**src/rtl/car_pkg.sv**
```systemverilog
// ============================================================================
// car_pkg : shared codes for the maze-solving car (detect, motor, direction,
//           sequencer state encoding used by the LED display)
// Revision: 1.0
// ============================================================================
`default_nettype none

package car_pkg;

    localparam int CNT_W = 29;

    typedef enum logic [2:0] {
        DET_NONE = 3'b000,
        DET_R    = 3'b001,
        DET_M    = 3'b010,
        DET_MR   = 3'b011,
        DET_L    = 3'b100,
        DET_LR   = 3'b101,
        DET_LM   = 3'b110,
        DET_ALL  = 3'b111
    } det_t;

    typedef enum logic [2:0] {
        CMD_STOP  = 3'd0,
        CMD_FWD   = 3'd1,
        CMD_LEFT  = 3'd2,
        CMD_RIGHT = 3'd3,
        CMD_SPIN  = 3'd4
    } cmd_t;

    typedef enum logic [1:0] {
        DIR_LEFT     = 2'd0,
        DIR_STRAIGHT = 2'd1,
        DIR_RIGHT    = 2'd2
    } dir_t;

    typedef enum logic [3:0] {
        ST_IDLE      = 4'd0,
        ST_FOLLOW    = 4'd1,
        ST_SETTLE    = 4'd2,
        ST_TURN      = 4'd3,
        ST_UTURN     = 4'd4,
        ST_GOAL      = 4'd5,
        ST_EXHAUSTED = 4'd6,
        ST_FAULT     = 4'd7
    } state_t;

    // Every turn, including the one after a pop, is taken to the left.
    function automatic cmd_t state_cmd(input state_t s);
        cmd_t c;
        case (s)
            ST_FOLLOW, ST_SETTLE: c = CMD_FWD;
            ST_TURN:              c = CMD_LEFT;
            ST_UTURN:             c = CMD_SPIN;
            default:              c = CMD_STOP;
        endcase
        return c;
    endfunction

endpackage

`default_nettype wire

```
**src/rtl/turn_stack.sv**
```systemverilog
// ============================================================================
// turn_stack : LIFO of branch directions taken at junctions (2 bits/entry)
// Revision: 1.0
// ============================================================================
`default_nettype none

module turn_stack #(
    parameter int DEPTH = 16
) (
    input  logic                     clk,
    input  logic                     rst,
    input  logic                     i_clr,
    input  logic                     i_push,
    input  logic                     i_pop,
    input  logic [1:0]               i_dir,
    output logic [1:0]               o_top,
    output logic [$clog2(DEPTH):0]   o_depth,
    output logic                     o_full,
    output logic                     o_empty
);

    localparam int AW = $clog2(DEPTH);

    logic [1:0]    r_mem [DEPTH];
    logic [AW:0]   r_depth;
    logic [AW-1:0] w_wr_idx;
    logic [AW-1:0] w_rd_idx;
    logic          w_do_push;
    logic          w_do_pop;

    assign o_full    = (r_depth == (AW+1)'(DEPTH));
    assign o_empty   = (r_depth == '0);
    assign w_do_push = i_push && !o_full && !i_clr;
    assign w_do_pop  = i_pop && !o_empty && !i_clr;
    assign w_wr_idx  = r_depth[AW-1:0];
    assign w_rd_idx  = w_wr_idx - AW'(1);
    assign o_top     = r_mem[w_rd_idx];
    assign o_depth   = r_depth;

    // Occupancy saturates at both ends; contents are only meaningful below r_depth.
    always_ff @(posedge clk or negedge rst) begin
        if (!rst) begin
            r_depth <= '0;
        end else if (i_clr) begin
            r_depth <= '0;
        end else if (w_do_push) begin
            r_depth <= r_depth + (AW+1)'(1);
        end else if (w_do_pop) begin
            r_depth <= r_depth - (AW+1)'(1);
        end
    end

    always_ff @(posedge clk) begin
        if (w_do_push) begin
            r_mem[w_wr_idx] <= i_dir;
        end
    end

endmodule

`default_nettype wire

```
**src/rtl/junction_sequencer.sv**
```systemverilog
// ============================================================================
// junction_sequencer : left-hand depth-first maze solver driving the motor block
// Revision: 1.0
// ============================================================================
`default_nettype none

module junction_sequencer
    import car_pkg::*;
#(
    parameter int          STACK_DEPTH  = 16,
    parameter int          SETTLE_CYC   = 5_000_000,
    parameter int          MIN_TURN_CYC = 20_000_000,
    parameter int          TURN_TO_CYC  = 300_000_000,
    parameter int          LOST_CYC     = 10_000_000,
    parameter logic [19:0] OBST_DIST    = 20'd20
) (
    input  logic                           clk,
    input  logic                           rst,
    input  logic                           enable,
    input  logic [2:0]                     detect,
    input  logic [19:0]                    distance,
    input  logic                           dist_valid,
    output logic [2:0]                     cmd,
    output logic [3:0]                     fsm_state,
    output logic [$clog2(STACK_DEPTH):0]   depth,
    output logic                           backtrack,
    output logic                           goal,
    output logic                           fault
);

    localparam logic [CNT_W-1:0] c_SETTLE_LAST = CNT_W'(SETTLE_CYC - 1);
    localparam logic [CNT_W-1:0] c_MIN_LAST    = CNT_W'(MIN_TURN_CYC - 1);
    localparam logic [CNT_W-1:0] c_TO_LAST     = CNT_W'(TURN_TO_CYC - 1);
    localparam logic [CNT_W-1:0] c_LOST_LAST   = CNT_W'(LOST_CYC - 1);

    state_t                       r_state;
    state_t                       w_next;
    logic [CNT_W-1:0]             r_cnt;
    logic [CNT_W-1:0]             r_lost;
    logic                         r_popped;
    logic [1:0]                   r_pop_dir;
    logic                         r_backtrack;
    logic [2:0]                   r_cmd;
    logic [3:0]                   r_fsm;
    logic                         r_goal;
    logic                         r_fault;

    logic                         w_push;
    logic                         w_pop;
    logic [1:0]                   w_push_dir;
    logic                         w_set_popped;
    logic                         w_bt_clr;
    logic [1:0]                   w_top;
    logic [$clog2(STACK_DEPTH):0] w_depth;
    logic                         w_full;
    logic                         w_empty;

    turn_stack #(
        .DEPTH (STACK_DEPTH)
    ) u_stack (
        .clk     (clk),
        .rst     (rst),
        .i_clr   (!enable),
        .i_push  (w_push),
        .i_pop   (w_pop),
        .i_dir   (w_push_dir),
        .o_top   (w_top),
        .o_depth (w_depth),
        .o_full  (w_full),
        .o_empty (w_empty)
    );

    always_comb begin
        w_next       = r_state;
        w_push       = 1'b0;
        w_pop        = 1'b0;
        w_push_dir   = DIR_LEFT;
        w_set_popped = 1'b0;
        w_bt_clr     = 1'b0;
        if (!enable) begin
            w_next = ST_IDLE;
        end else begin
            case (r_state)
                ST_IDLE: w_next = ST_FOLLOW;
                ST_FOLLOW: begin
                    if (dist_valid && (distance < OBST_DIST)) begin
                        w_next = ST_UTURN;
                    end else if (detect == DET_ALL) begin
                        w_next = ST_SETTLE;
                    end else if ((detect == DET_NONE) && (r_lost == c_LOST_LAST)) begin
                        w_next = ST_UTURN;
                    end
                end
                ST_SETTLE: begin
                    // Second exit cycle after a pop: re-push the next branch, if any remains.
                    if (r_popped) begin
                        if (r_pop_dir != DIR_RIGHT) begin
                            w_push     = 1'b1;
                            w_push_dir = r_pop_dir + 2'd1;
                            w_bt_clr   = 1'b1;
                        end
                        w_next = ST_TURN;
                    end else if (r_cnt >= c_SETTLE_LAST) begin
                        if (detect == DET_ALL) begin
                            w_next = ST_GOAL;
                        end else if (!r_backtrack) begin
                            if (w_full) begin
                                w_next = ST_FAULT;
                            end else begin
                                w_push = 1'b1;
                                w_next = ST_TURN;
                            end
                        end else if (w_empty) begin
                            w_next = ST_EXHAUSTED;
                        end else begin
                            w_pop        = 1'b1;
                            w_set_popped = 1'b1;
                        end
                    end
                end
                ST_TURN, ST_UTURN: begin
                    if ((r_cnt >= c_MIN_LAST) && (detect == DET_M)) begin
                        w_next = ST_FOLLOW;
                    end else if (r_cnt >= c_TO_LAST) begin
                        w_next = ST_FAULT;
                    end
                end
                default: w_next = r_state;
            endcase
        end
    end

    always_ff @(posedge clk or negedge rst) begin
        if (!rst) begin
            r_state     <= ST_IDLE;
            r_cnt       <= '0;
            r_lost      <= '0;
            r_popped    <= 1'b0;
            r_pop_dir   <= 2'd0;
            r_backtrack <= 1'b0;
            r_cmd       <= CMD_STOP;
            r_fsm       <= ST_IDLE;
            r_goal      <= 1'b0;
            r_fault     <= 1'b0;
        end else begin
            r_state  <= w_next;
            r_popped <= w_set_popped;
            if (w_next != r_state) begin
                r_cnt <= '0;
            end else if (r_cnt != '1) begin
                r_cnt <= r_cnt + CNT_W'(1);
            end
            if ((r_state == ST_FOLLOW) && (w_next == ST_FOLLOW) && (detect == DET_NONE)) begin
                r_lost <= r_lost + CNT_W'(1);
            end else begin
                r_lost <= '0;
            end
            if (w_set_popped) begin
                r_pop_dir <= w_top;
            end
            if (!enable) begin
                r_backtrack <= 1'b0;
            end else if (r_state == ST_UTURN) begin
                r_backtrack <= 1'b1;
            end else if (w_bt_clr) begin
                r_backtrack <= 1'b0;
            end
            r_cmd   <= state_cmd(r_state);
            r_fsm   <= r_state;
            r_goal  <= enable && (r_state == ST_GOAL);
            r_fault <= enable && ((r_state == ST_FAULT) || (r_state == ST_EXHAUSTED));
        end
    end

    assign cmd       = r_cmd;
    assign fsm_state = r_fsm;
    assign depth     = w_depth;
    assign backtrack = r_backtrack;
    assign goal      = r_goal;
    assign fault     = r_fault;

endmodule

`default_nettype wire
```
**config.mk**
```make
export PLATFORM = sky130hd
export DESIGN_NAME = junction_sequencer
export DESIGN_NICKNAME = d
export VERILOG_FILES = /design/src/rtl/car_pkg.sv /design/src/rtl/turn_stack.sv /design/src/rtl/junction_sequencer.sv
export SDC_FILE = /design/constraint.sdc
export NUM_CORES = 1
export LEC_CHECK = 0
export ABC_AREA = 1
export CORE_MARGIN = 1
export CORE_UTILIZATION = 60
export CTS_CLUSTER_DIAMETER = 150
export CTS_CLUSTER_SIZE = 40
export DETAILED_ROUTE_END_ITERATION = 8
export PLACE_DENSITY = 0.78
export SLEW_MARGIN = 20
export SYNTH_ARGS = -nofsm -noshare
export SYNTH_HDL_FRONTEND = slang
export SYNTH_SLANG_ARGS = --single-unit
```
**constraint.sdc**
```tcl
create_clock -name clk -period 7.7 [get_ports clk]
set_input_delay 0.77 -clock clk [delete_from_list [all_inputs] [get_ports clk]]
set_output_delay 0.77 -clock clk [all_outputs]
set_load 0.03 [all_outputs]
```
==> impl_metrics.csv, run 1 <==
group,metric,value,unit
power_and_ir_drop,p_leak,0.00302,uW
global_route,track_usage,27.1,%
setup_path,cp-end-kind,"register",
die,die_w,107,um
sta,slew_headroom,36.2,%
cells_and_area,num-fill-cells,868,
global_route,grt_pass1_wl,24300,um
cts,cts_hold_buf,0,
route,via_count,5639,
sta,setup_viol,0,
synth,synth_warnings,0,
synth,seq_area_frac_synth,45.0,%
setup_path,path_class,"register to register",
route,dr_wl_met2,6970,um
sta,finClkSkew,0.0129,ns
die,die-area,11400,um2
power_and_ir_drop,ir_drop,0.137,mV
route,drc_errors,0,
cts,cts_tree,"built",
synth,syn_area,6590,um2
route,drt_iter0_markers,376,
setup_path,crit_required,8.00,ns
route,wl,14400,um
sta,rsz0062_at_grt,"no",
power_and_ir_drop,powerDensity,169,nW/um2
setup_path,rrSetupSlack,3.40,ns
cells_and_area,drive_above_1_share,8.85,%
global_route,grt_max_degree,81,
setup_path,worstSetupStartpointType,"register",
route,first_pass_iters,5,
global_route,grt_pass1_vias,5466,
global_route,grt-ovfl-total,0,
cts,htreeDepth,3,
cts,cts_root_buffer,"clkbuf_8",
synth,avgSynthCellArea,7.82,um2
sta,fmax,233,MHz
synth,ys_seq_elements,112,
synth,syn_inst,842,
sta,timing.setup.tns,0,ns
setup_path,crit_arrival,4.60,ns
route,wl_per_cell,14.2,um
synth,yosysUniqueCellTypes,44,
sta,finalWorstSetupSlack,3.40,ns
sta,min_period,4.30,ns
cells_and_area,antenna_cells,0,
route,wl_met1,6420,um
cells_and_area,final_cell_mix,"157 x nor2_1, 153 x nand2_1, 94 x inv_1, 80 x dfrtp_1, 53 x nor3_1",
cts,clockBufferDepth,2,
place,pre_cts_ws,3.44,ns
synth,synth_top_cell_area_share,30.4,%
place,portBuffers,39,
synth,yosysTopAreaCell,"dfrtp_1",
setup_path,crit_path_end,"u_stack.o_depth[4]",
setup_path,r2r_end,"u_stack.o_depth[4]",
sta,slew_viol_final,0,
cts,worstSkewPairLatency,0.39,ns
cts,cts_sinks,112,
route,routed.top_layer,"met4",
synth,synth_flop_cell,"dfrtp_1",
sta,timing.final.crit_share,55.8,%
place,dp_hpwl,10500,um
route,postRouteAntennaNets,0,
synth,synth_fp_nets,881,
cells_and_area,area_growth,10.3,%
cells_and_area,final_common_cell,"nor2_1",
cells_and_area,nets,915,
worst_hold_path,hp-class,"input port to asynchronous set/reset pin",
die,rows,37,
setup_path,r2r_start,"u_stack.o_depth[0]",
route,via_per_inst,5.54,
cells_and_area,regArea,2960,um2
cts,clk_pin_slew,0.10,ns
sta,hold_viol_final,0,
synth,synth_edf_count,32,
die,ios,42,
synth,synth_async_sr_flop_share,71.4,%
sta,worst_slew_pin_slew,0.957,ns
cells_and_area,multi_input_area,3110,um2
die,die_h,107,um
cts,ctsResizeCount,0,
global_route,antenna_found_initial,0,
place,place_congestion,0.913,
route,dr_wl_met3,799,um
flow_run,drv_cap,0,
die,initial_utilization,62.9,%
cts,cts_buffers,9,
setup_path,crit_start,"u_stack.o_depth[0]",
synth,ys_top_cells_by_area,"dfrtp_1 30%, edfxtp_1 15%, nor2_1 8.9%, nand2_1 8.7%, inv_1 5.4%",
cts,cts_setup_buffers,0,
status,status,"finished, final reports clean",
setup_path,cp_max_fo,23,
die,coreArea,10500,um2
setup_path,r2r_cells,14,
-- how the worst min path moves through the flow --
stage | end | from | cells past startpoint
after global placement | fsm_state[2] | r_state[2] | 0
after global routing | r_cnt[15] | rst | 1
after CTS | fsm_state[2] | r_state[2] | 0
after floorplan | fsm_state[0] | r_state[0] | 0
after detailed placement | fsm_state[2] | r_state[2] | 0
final | r_cnt[5] | rst | 1
-- worst max-delay path, cell delays in order, from the launching register on --
cell and delay, ns:
dfrtp_1 0.88, clkinv_1 0.71, ha_1 0.44, inv_1 0.19
nor3_1 0.11, nor3_1 0.21, nand2_1 0.08, nor2_1 0.12
o21ai_2 0.28, fa_1 0.51, nand3_1 0.10, nand2_1 0.07
xor2_1 0.15, xor2_1 0.17, o22ai_1 0.17
-- power breakdown --
| part | internal [uW] | switching [uW] |
|---|---|---|
| logic | 84.4 | 141 |
| registers | 622 | 23.8 |
| clock network | 159 | 197 |
-- cells in the mapped netlist (6+ instances only) --
cell      instances
nand3_1          50
nand4_1          20
nor2_1          157
buf_2            11
edfxtp_1         32
xnor2_1           6
ha_1             11
nand2_2          10
nor2_2           12
nand2_1         153
o21ai_0          29
xor2_1           17
inv_2            13
inv_1            94
dfrtp_1          80
a21oi_1          23
nor3_1           53
nor2_4           11
-- kinds of logic after synthesis --
logic type	count (synthesis)	share of synthesized area, %
flops	112	45.0
mux	4	0.608
simple gates	494	35.1
buf+inv	128	7.92
fa+ha+maj	12	2.39
compound gates	69	5.95
xor+xnor	23	3.06
-- area by class of cell --
class | instances | share of cell area [%]
multi-input cells | 602 | 42.8
repair buffers | 42 | 5.70
well taps | 136 | 2.34
clock inverters | 5 | 0.758
flip-flops and latches | 112 | 40.8
clock buffers | 11 | 1.95
inverters | 109 | 5.63
-- per-layer routing --
layer	global-route usage [%]	vias up
met3	5.90	25
met2	45.3	177
met5	0	-
met1	34.9	2632
li1	-	2805
met4	8.81	0
-- stage by stage --
step,hold slack [ns],instances,cell area (um2),power (uW),utilization [%]
2_1_floorplan,0.349,842,6590,808,-
3_3_place_gp,0.426,1001,7070,871,67.5
3_5_place_dp,0.440,1001,7070,882,67.5
4_1_cts,0.464,1017,7260,1230,69.4
5_1_grt,0.466,1017,7270,1280,69.4
6_report,0.386,1017,7270,1230,69.4
-- flip-flops by register name, summed over array words and instances (netlist names) --
register	cells
cmd	3
backtrack	1
r_lost	29
fault	1
r_state	4
r_pop_dir	2
goal	1
r_popped	1
u_stack.o_depth	5
u_stack.r_mem	32
r_cnt	29
fsm_state	4
No activity file was read; power rests on OpenSTA's default activity.
==> run 2, diff against run 1 <==
==> constraint.sdc (replaced) <==
create_clock -name clk -period 4.37 [get_ports clk]
set_input_delay 0.437 -clock clk [delete_from_list [all_inputs] [get_ports clk]]
set_output_delay 0.437 -clock clk [all_outputs]
set_load 0.03 [all_outputs]
==> run 2 against run 1 <==
Via count rose by 0.48%. Largest cell class unchanged. Worst setup slack got worse by 2.5 ns. Cell count did not move. Register-to-register slack got worse by 2.5 ns. Critical path depth did not move. Clock power rose by 67%. Die area did not move. Clock skew fell by 0.0018 ns. Clock-buffer cell count fell by 1. Sequential power rose by 75%. Critical endpoint unchanged. Core utilization rose by 0.096 points. Routed wire length rose by 2.1%. Largest power group unchanged.
==> impl_metrics.csv, run 2 (synthesized netlist as in run 1, its figures left out) <==
group,metric,value,unit
route,drt_iter0_markers,448,
die,initial_utilization,62.9,%
global_route,track_usage,27.5,%
global_route,grt_pass1_wl,24900,um
place,dp_hpwl,10800,um
setup_path,crit_required,4.67,ns
cts,cts_setup_buffers,0,
sta,timing.final.crit_share,78.8,%
setup_path,path_cells,"inv_1 -> ha_1 -> inv_1 -> nor3_1 -> nor3_1 -> nand2_1 -> nor2_1 -> o21ai_2 -> ha_1 -> a21oi_1 -> nand2_1 -> xor2_1 -> xor2_1 -> o22ai_1",
cells_and_area,final_common_cell,"nor2_1",
setup_path,crit_arrival,3.75,ns
cells_and_area,antenna_cells,0,
cts,cts_root_buffer,"clkbuf_8",
setup_path,crit_slowest_cell,"o21ai_2",
power_and_ir_drop,ir_drop,0.197,mV
sta,fmax,290,MHz
cts,worstSkewPairLatency,0.38,ns
cts,clockBufferDepth,2,
cells_and_area,drive_above_1_share,9.19,%
sta,min_period,3.45,ns
route,postRouteAntennaNets,0,
setup_path,cp-end-kind,"register",
cts,cts_tree,"built",
die,die_w,107,um
cts,clk_pin_slew,0.11,ns
flow_run,drv_cap,0,
die,ios,42,
sta,worst_slew_pin_slew,0.940,ns
sta,timing.setup.tns,0,ns
cells_and_area,nets,915,
cells_and_area,area_growth,10.5,%
power_and_ir_drop,clkPwrFrac,27.8,%
sta,setup_viol,0,
setup_path,path_buf_inv,2,
place,place_congestion,0.917,
sta,slew_viol_final,0,
setup_path,critical-path-top-delay-family,"compound AO/OA/AOI/OAI gates",
cells_and_area,final_cell_mix,"157 x nor2_1, 153 x nand2_1, 94 x inv_1, 80 x dfrtp_1, 53 x nor3_1",
sta,slew_headroom,37.3,%
setup_path,max_stage_delay,0.72,ns
cells_and_area,largest_reg_flops,32,
route,wl_per_cell,14.5,um
global_route,grt-ovfl-total,0,
setup_path,worstSetupStartpointType,"register",
sta,hold_viol_final,0,
route,first_pass_iters,5,
sta,fin_hold_ws,0.0837,ns
status,status,"finished, final reports clean",
sta,rsz0062_at_grt,"no",
setup_path,cp_max_fo,23,
power_and_ir_drop,switchingPower,651,uW
cells_and_area,num-fill-cells,866,
die,coreArea,10500,um2
cts,cts_sinks,112,
cells_and_area,final_cell_area,7280,um2
route,wl,14700,um
place,placed_area,7080,um2
power_and_ir_drop,switching_share,30.4,%
cts,cts_hold_buf,0,
route,via_per_inst,5.57,
cts,cts_buffers,9,
sta,finClkSkew,0.0111,ns
die,rows,37,
route,via_count,5666,
route,drc_errors,0,
cts,ctsResizeCount,0,
power_and_ir_drop,seq_power_share,52.9,%
power_and_ir_drop,powerDensity,294,nW/um2
global_route,grt_pass1_vias,5615,
place,portBuffers,39,
setup_path,rrSetupSlack,0.92,ns
power_and_ir_drop,combPwrFrac,19.4,%
cells_and_area,reg_top3,"u_stack.r_mem (32), r_cnt (29), r_lost (29)",
setup_path,path_class,"register to register",
worst_hold_path,hp-class,"input port to asynchronous set/reset pin",
power_and_ir_drop,p_leak,0.00303,uW
power_and_ir_drop,intPower,1490,uW
global_route,grt_max_degree,81,
cts,htreeDepth,3,
global_route,antenna_found_initial,0,
die,die-area,11400,um2
die,die_h,107,um
cells_and_area,top_register,"u_stack.r_mem",
run 2: cell count changes in the layout (fill, tap and decap cells not counted), sizes merged:
cell      change
bufinv        -1
clkbuf        -1
clkinv        +1
clkinvlp      +1
run 2: cell type report:
class	count	area (um2)	share of cell area, %
timing repair buffer	42	414	5.69
multi-input combinational	602	3130	43.0
tap	136	170	2.34
clock buffer	10	149	2.05
sequential	112	2960	40.7
inverter	109	409	5.62
clock inverter	6	40.0	0.550
run 2: power groups by stage:
stage	sequential [uW]	combinational, uW	clock (uW)
after CTS	1130	414	608
after detailed placement	1150	406	0
after floorplan	1170	254	0
final	1130	415	595
after global routing	1130	454	641
after global placement	1150	388	0
run 2: path summary, 6_finish.rpt:
path | start | to | cells after the start
min in group clk | r_state[2] | fsm_state[2] | 0
setup / recovery | u_stack.o_depth[1] | u_stack.o_depth[4] | 14
max in group asynchronous | rst | r_cnt[26] | 1
hold / removal | rst | r_cnt[6] | 1
hold reg to reg | r_state[2] | fsm_state[2] | 0
setup reg to reg | u_stack.o_depth[1] | u_stack.o_depth[4] | 14
run 2: metal layers:
layer / share of wire, % / wire length (um) / GRT usage (%)
met5: 0 / 0 / 0
met1: 45 / 6560 / 35.0
met3: 5.7 / 839 / 5.41
met2: 48 / 7090 / 47.0
met4: 1.6 / 236 / 9.39
run 2: per-stage QoR:
step | utilization [%] | instances | power, uW | setup WS, ns
after global placement | 67.5 | 1001 | 1540 | 0.977
after detailed placement | 67.7 | 1001 | 1560 | 0.897
final | 69.5 | 1017 | 2140 | 0.925
after global routing | 69.5 | 1017 | 2230 | 0.617
after floorplan | - | 842 | 1420 | 0.704
after CTS | 69.5 | 1017 | 2150 | 0.954
